## src/rtl/step_controller.sv

```systemverilog
`default_nettype none
// ============================================================================
// Module   : step_controller
// Purpose  : CPU clock-enable sequencer for cycle/instruction stepping, free
//            run with divider, and a PC breakpoint. Button debounce is compiled
//            in when the macro STEP_CONTROLLER_DEBOUNCE_EN is defined.
// Revision : 1.0
// ============================================================================
module step_controller #(
  parameter int DEBOUNCE_CYCLES = 50000,
  parameter int RUN_DIVIDER     = 1
) (
  input  logic        i_clk,
  input  logic        i_reset,
  input  logic        i_btnStep,
  input  logic        i_swInstrNCycle,
  input  logic        i_swStepNRun,
  input  logic        i_swEnableBreakpoint,
  input  logic [15:0] i_breakpointAddress,
  input  logic [15:0] i_pc,
  input  logic        i_instrStart,
  output logic        o_cpuClkEn,
  output logic        o_running,
  output logic        o_breakHit
);

  localparam logic [1:0] ST_IDLE       = 2'd0;
  localparam logic [1:0] ST_STEP_INSTR = 2'd1;
  localparam logic [1:0] ST_RUN        = 2'd2;
  localparam logic [1:0] ST_BREAK      = 2'd3;

  localparam int                DIV_W    = (RUN_DIVIDER > 1) ? $clog2(RUN_DIVIDER) : 1;
  localparam logic [DIV_W-1:0]  DIV_LAST = DIV_W'(RUN_DIVIDER - 1);

  if (RUN_DIVIDER < 1 || DEBOUNCE_CYCLES < 1) begin : g_paramCheck
    $error("step_controller: RUN_DIVIDER and DEBOUNCE_CYCLES must be >= 1");
  end

  // Bit order: {breakpoint enable, run, instr/cycle, button}
  logic [3:0] r_syncStage1;
  logic [3:0] r_syncStage2;
  logic       w_btnSync;
  logic       w_swInstr;
  logic       w_swRun;
  logic       w_swBrk;
  logic       w_btnLevel;
  logic       r_btnPrev;
  logic       r_stepReq;

  always_ff @(posedge i_clk) begin
    if (i_reset) begin
      r_syncStage1 <= '0;
      r_syncStage2 <= '0;
    end else begin
      r_syncStage1 <= {i_swEnableBreakpoint, i_swStepNRun, i_swInstrNCycle, i_btnStep};
      r_syncStage2 <= r_syncStage1;
    end
  end

  assign w_btnSync = r_syncStage2[0];
  assign w_swInstr = r_syncStage2[1];
  assign w_swRun   = r_syncStage2[2];
  assign w_swBrk   = r_syncStage2[3];

`ifdef STEP_CONTROLLER_DEBOUNCE_EN
  localparam int DEB_W = (DEBOUNCE_CYCLES > 1) ? $clog2(DEBOUNCE_CYCLES) : 1;

  logic [DEB_W-1:0] r_debCnt;
  logic             r_btnDebounced;

  // The level is accepted once it has differed from the current one for the full interval.
  always_ff @(posedge i_clk) begin
    if (i_reset) begin
      r_debCnt       <= '0;
      r_btnDebounced <= 1'b0;
    end else if (w_btnSync != r_btnDebounced) begin
      if (r_debCnt == DEB_W'(DEBOUNCE_CYCLES - 1)) begin
        r_debCnt       <= '0;
        r_btnDebounced <= w_btnSync;
      end else begin
        r_debCnt <= r_debCnt + DEB_W'(1);
      end
    end else begin
      r_debCnt <= '0;
    end
  end

  assign w_btnLevel = r_btnDebounced;
`else
  assign w_btnLevel = w_btnSync;
`endif

  always_ff @(posedge i_clk) begin
    if (i_reset) begin
      r_btnPrev <= 1'b0;
      r_stepReq <= 1'b0;
    end else begin
      r_btnPrev <= w_btnLevel;
      r_stepReq <= w_btnLevel & ~r_btnPrev;
    end
  end

  logic [1:0]       r_state;
  logic [DIV_W-1:0] r_divCnt;
  logic             r_cyclePulse;
  logic             r_stepPulsed;
  logic             r_skip;
  logic             w_runSlot;
  logic             w_bpMatch;
  logic             w_runStop;

  assign w_runSlot = (r_state == ST_RUN) && (r_divCnt == '0);
  assign w_bpMatch = i_instrStart && w_swBrk && (i_pc == i_breakpointAddress) && !r_skip;
  assign w_runStop = i_instrStart && !w_swRun;

  // Enable is combinational on i_instrStart so a stop lands before the new instruction executes.
  assign o_cpuClkEn = r_cyclePulse
                    || ((r_state == ST_STEP_INSTR) && !(i_instrStart && r_stepPulsed))
                    || (w_runSlot && !w_bpMatch && !w_runStop);
  assign o_running  = (r_state == ST_RUN);
  assign o_breakHit = (r_state == ST_BREAK);

  always_ff @(posedge i_clk) begin
    if (i_reset) begin
      r_state      <= ST_IDLE;
      r_divCnt     <= '0;
      r_cyclePulse <= 1'b0;
      r_stepPulsed <= 1'b0;
      r_skip       <= 1'b0;
    end else begin
      r_cyclePulse <= 1'b0;
      if (r_state == ST_RUN) begin
        r_divCnt <= (r_divCnt == DIV_LAST) ? '0 : r_divCnt + DIV_W'(1);
      end
      case (r_state)
        ST_IDLE: begin
          if (r_stepReq) begin
            if (w_swRun) begin
              r_state  <= ST_RUN;
              r_divCnt <= '0;
            end else if (w_swInstr) begin
              r_state      <= ST_STEP_INSTR;
              r_stepPulsed <= 1'b0;
            end else begin
              r_cyclePulse <= 1'b1;
            end
          end
        end
        ST_STEP_INSTR: begin
          if (i_instrStart && r_stepPulsed) begin
            r_state <= ST_IDLE;
          end else begin
            r_stepPulsed <= 1'b1;
          end
        end
        ST_RUN: begin
          if (w_runSlot && i_instrStart) begin
            r_skip <= 1'b0;
            if (w_bpMatch) begin
              r_state <= ST_BREAK;
            end else if (!w_swRun) begin
              r_state <= ST_IDLE;
            end
          end
        end
        ST_BREAK: begin
          if (!w_swRun) begin
            r_state <= ST_IDLE;
          end else if (r_stepReq) begin
            r_state  <= ST_RUN;
            r_skip   <= 1'b1;
            r_divCnt <= '0;
          end
        end
        default: r_state <= ST_IDLE;
      endcase
    end
  end

endmodule
`default_nettype wire
```

## config.mk

```make
export PLATFORM = sky130hd
export DESIGN_NAME = step_controller
export DESIGN_NICKNAME = d
export VERILOG_FILES = /design/src/rtl/step_controller.sv
export SDC_FILE = /design/constraint.sdc
export NUM_CORES = 1
export LEC_CHECK = 0
export BUFFER_PORTS_ARGS = -buffer_cell sky130_fd_sc_hd__buf_4
export CAP_MARGIN = 40
export CORE_MARGIN = 2
export CORE_UTILIZATION = 47
export CTS_BUF_LIST = sky130_fd_sc_hd__clkbuf_2 sky130_fd_sc_hd__clkbuf_4 sky130_fd_sc_hd__clkbuf_8
export CTS_CLUSTER_DIAMETER = 150
export DETAILED_ROUTE_END_ITERATION = 8
export HOLD_SLACK_MARGIN = 0.05
export MAX_ROUTING_LAYER = met4
export PLACE_DENSITY = 0.77
export RECOVER_POWER = 100
export SETUP_SLACK_MARGIN = 0.05
export SYNTH_ARGS = -nofsm -noshare
export SYNTH_HDL_FRONTEND = slang
export SYNTH_SLANG_ARGS = --single-unit
```

## constraint.sdc

```tcl
create_clock -name i_clk -period 2.7 [get_ports i_clk]
set_input_delay 0.81 -clock i_clk [delete_from_list [all_inputs] [get_ports i_clk]]
set_output_delay 0.81 -clock i_clk [all_outputs]
set_load 0.1 [all_outputs]
```

==> reports/qor.json <==
{
  "critical_path_peak_fanout": 2,
  "synth_warnings": 0,
  "final_design_area_no_fill_um2": 1490,
  "synth_area_per_cell_um2": 9.13,
  "post_synth_xor_area_fraction": 0.146,
  "finish.cell_count_without_fillers": 180,
  "route.detailed.wl_per_inst_um": 13.0,
  "post-route-period-util": 1.05,
  "run_status": "complete, but fails checks",
  "synthDistinctLibCells": 38,
  "synth_simple_gate_area_frac": 0.295,
  "synth_area_in_compound_gates": 0.136,
  "largest_family_of_logic_cells_by_synthesized_area": "simple AND/OR/NAND/NOR gates",
  "buffer_ports.inserted": 41,
  "dp_cells": 172,
  "routed_wirelength_mm": 2.35,
  "start_util": 0.494,
  "drt-met1-wl_um": 944,
  "cts.sinks": 16,
  "finalWeightedCongestion": 0.797,
  "clk_pin_slew_ps": 90,
  "synth_cells": 105,
  "mappedNetlistArea_um2": 958,
  "hpwlAfterDp_mm": 1.64,
  "post-route-drc-count": 0,
  "viasPerCell": 5.07,
  "routed-wl-met3_um": 148,
  "number_of_antenna_violations_at_the_first_check_in_global_routing": 0,
  "timing.setup.critical_path_class": "primary input to output port",
  "route.top_layer_used": "met4",
  "grt_pass1_wl_mm": 3.81,
  "met2RoutedLength_mm": 1.23,
  "timing.critical_path.required_ps": 1890,
  "hold-worst-slack_ps": 388,
  "final_hold_viol_count": 0,
  "detail_route.iter0.violations": 22,
  "grt-ovfl-total": 0,
  "layout_overhead_on_the_synthesized_area_pct": 55.4,
  "worst_setup_path_start_kind": "primary input",
  "cts_tree": "built",
  "final_cell_mix": "34 x buf_4, 16 x dfxtp_1, 13 x nor2b_1",
  "layout_min_cycle_time_ps": 2840,
  "mappedNetlistNets": 148,
  "total_leakage_power_nw": 0.655,
  "final_max_slew_viol_count": 0,
  "power.ir.vdd_worst_v": 0.000463,
  "setup_viol": 1,
  "route.vias.total": 913,
  "number_of_global_route_vias_before_repair": 891,
  "boundary_pin_count": 42,
  "rsz_0062_raised_after_global_routing": "true",
  "worst_ep_arrival_time_ps": 2030,
  "drive_gt1_frac": 0.444,
  "die_width_um": 49.2,
  "die-area_um2": 2420,
  "antenna_cells": 0,
  "maxClockFrequency_mhz": 353,
  "dpl_cell_area_um2": 1320,
  "number_of_register_bits_inferred_by_synthesis": 16,
  "clock_latency_ps": 280,
  "cts-root-to-sink-buffers": 2,
  "cts_buffers": 3,
  "skew_ps": 1.55,
  "worst_hold_path_type": "flop to flop",
  "clk_tree_root_cell": "clkbuf_4",
  "sequential_fraction_of_the_synthesis_area": 0.334,
  "floorplan.die.height_um": 49.2,
  "h-tree-depth": 1,
  "worst_slew_pin_slew_ps": 647,
  "cellPowerDensity_nw_per_um2": 383,
  "setup_total_negative_slack_ps": -136,
  "relative_slew_slack": 0.569,
  "muxShareOfSynthArea": 0,
  "core-area_um2": 1940,
  "type_of_element_capturing_the_critical_path": "output port",
  "synth_fa_ha_area_frac": 0.0522,
  "failed_checks": "setup timing",
  "postRouteAntennaNets": 0,
  "setup_ws_ps": -136,
  "drt_first_pass_iters": 4,
  "num-nets-final": 197,
  "rows": 16,
  "drv.max_cap_violation_count": 0,
  "grt_max_degree": 16,
  "layout.cells.most_common": "buf_4",
  "grt_util_all_layers": 0.210
}
## cell type report
class                           instances  area, um^2
Multi-Input combinational cell         82         686
Fill cell                             126         453
Timing Repair Buffer                   48         402
Sequential cell                        16         320
Clock buffer                            4        36.3
Tap cell                               27        33.8
Inverter                                3        11.3
## repair_timing
action,in CTS,in global routing
endpoints found under the setup margin,1,1
pin swaps,7,10
buffers inserted,1,3
gates resized for setup,12,12
hold buffers,0,0
## critical path, stage by stage
cell     delay (ps)
buf_6           100
xnor2_2         150
nand4_1         120
nor3_2          250
nand2_2          90
a211o_4         340
buf_12          170
## cell families after synthesis
kind of cell    Yosys count
simple gates             43
compound gates           19
xor+xnor                 16
flops                    16
buf+inv                   7
fa+ha+maj                 4
## metrics by stage
| stage | worst slack, ps | util | power (mW) |
|---|---|---|---|
| detailed placement | -215 | 0.680 | 0.400 |
| finish | -136 | 0.767 | 0.570 |
| CTS | -150 | 0.734 | 0.566 |
| floorplan | 59.9 | - | 0.343 |
| global placement | -168 | 0.680 | 0.397 |
| global route | -194 | 0.767 | 0.605 |
## state kept, by name (all words and copies together), names as in the netlist
register      count
r_state           2
r_syncStage2      4
r_stepReq         1
r_btnPrev         1
r_syncStage1      4
r_skip            1
r_stepPulsed      1
r_cyclePulse      1
r_divCnt          1
## routing by layer
layer | track usage | up-vias
met3 | 0.0798 | 4
met2 | 0.345 | 35
met1 | 0.236 | 410
li1 | - | 464
met5 | - | -
met4 | 0.0667 | 0
## where the power goes
group          internal (mW)  switching (mW)
logic                 0.0951          0.0721
registers              0.244         0.00479
clock network         0.0821          0.0715
total                  0.421           0.148
## Yosys cell counts (all sizes together)
cell type   n  area, um^2
nand4       3        18.8
buf         2        16.3
nor2        4        15.0
and3b       1        8.76
o21ai       3        15.0
a31oi       1        6.26
o31ai       1        7.51
a211oi      1        7.51
nand4b      1        8.76
a21oi       7        35.0
nand2       4        15.0
nand3b      1        7.51
nor4        1        6.26
nand2b      1        6.26
and4        1        8.76
nand3       2        10.0
xnor2      16         140
or2         1        6.26
nor2b      14        95.1
ha          4        50.1
inv         3        11.3
a21boi      1        7.51
o21bai      1        7.51
nor3b       2        26.3
o32ai       1        8.76
and3        1        6.26
o22a        1        8.76
a211o       2        26.3
clkbuf      2        7.51
dfxtp      16         320
nor4b       1        8.76
nor3        5        35.0
## final timing paths
check / end / depth (start not counted) / from / slack, ps
max reg2reg: r_state[1]$_SDFFE_PP0P_ / 7 / r_state[0]$_SDFFE_PP0P_ / 730
min: r_stepReq$_SDFF_PP0_ / 1 / r_btnPrev$_SDFF_PP0_ / 390
min reg2reg: r_stepReq$_SDFF_PP0_ / 1 / r_btnPrev$_SDFF_PP0_ / 390
max: o_cpuClkEn / 7 / i_pc[9] / -140
No activity file was read; power rests on OpenSTA's default activity.
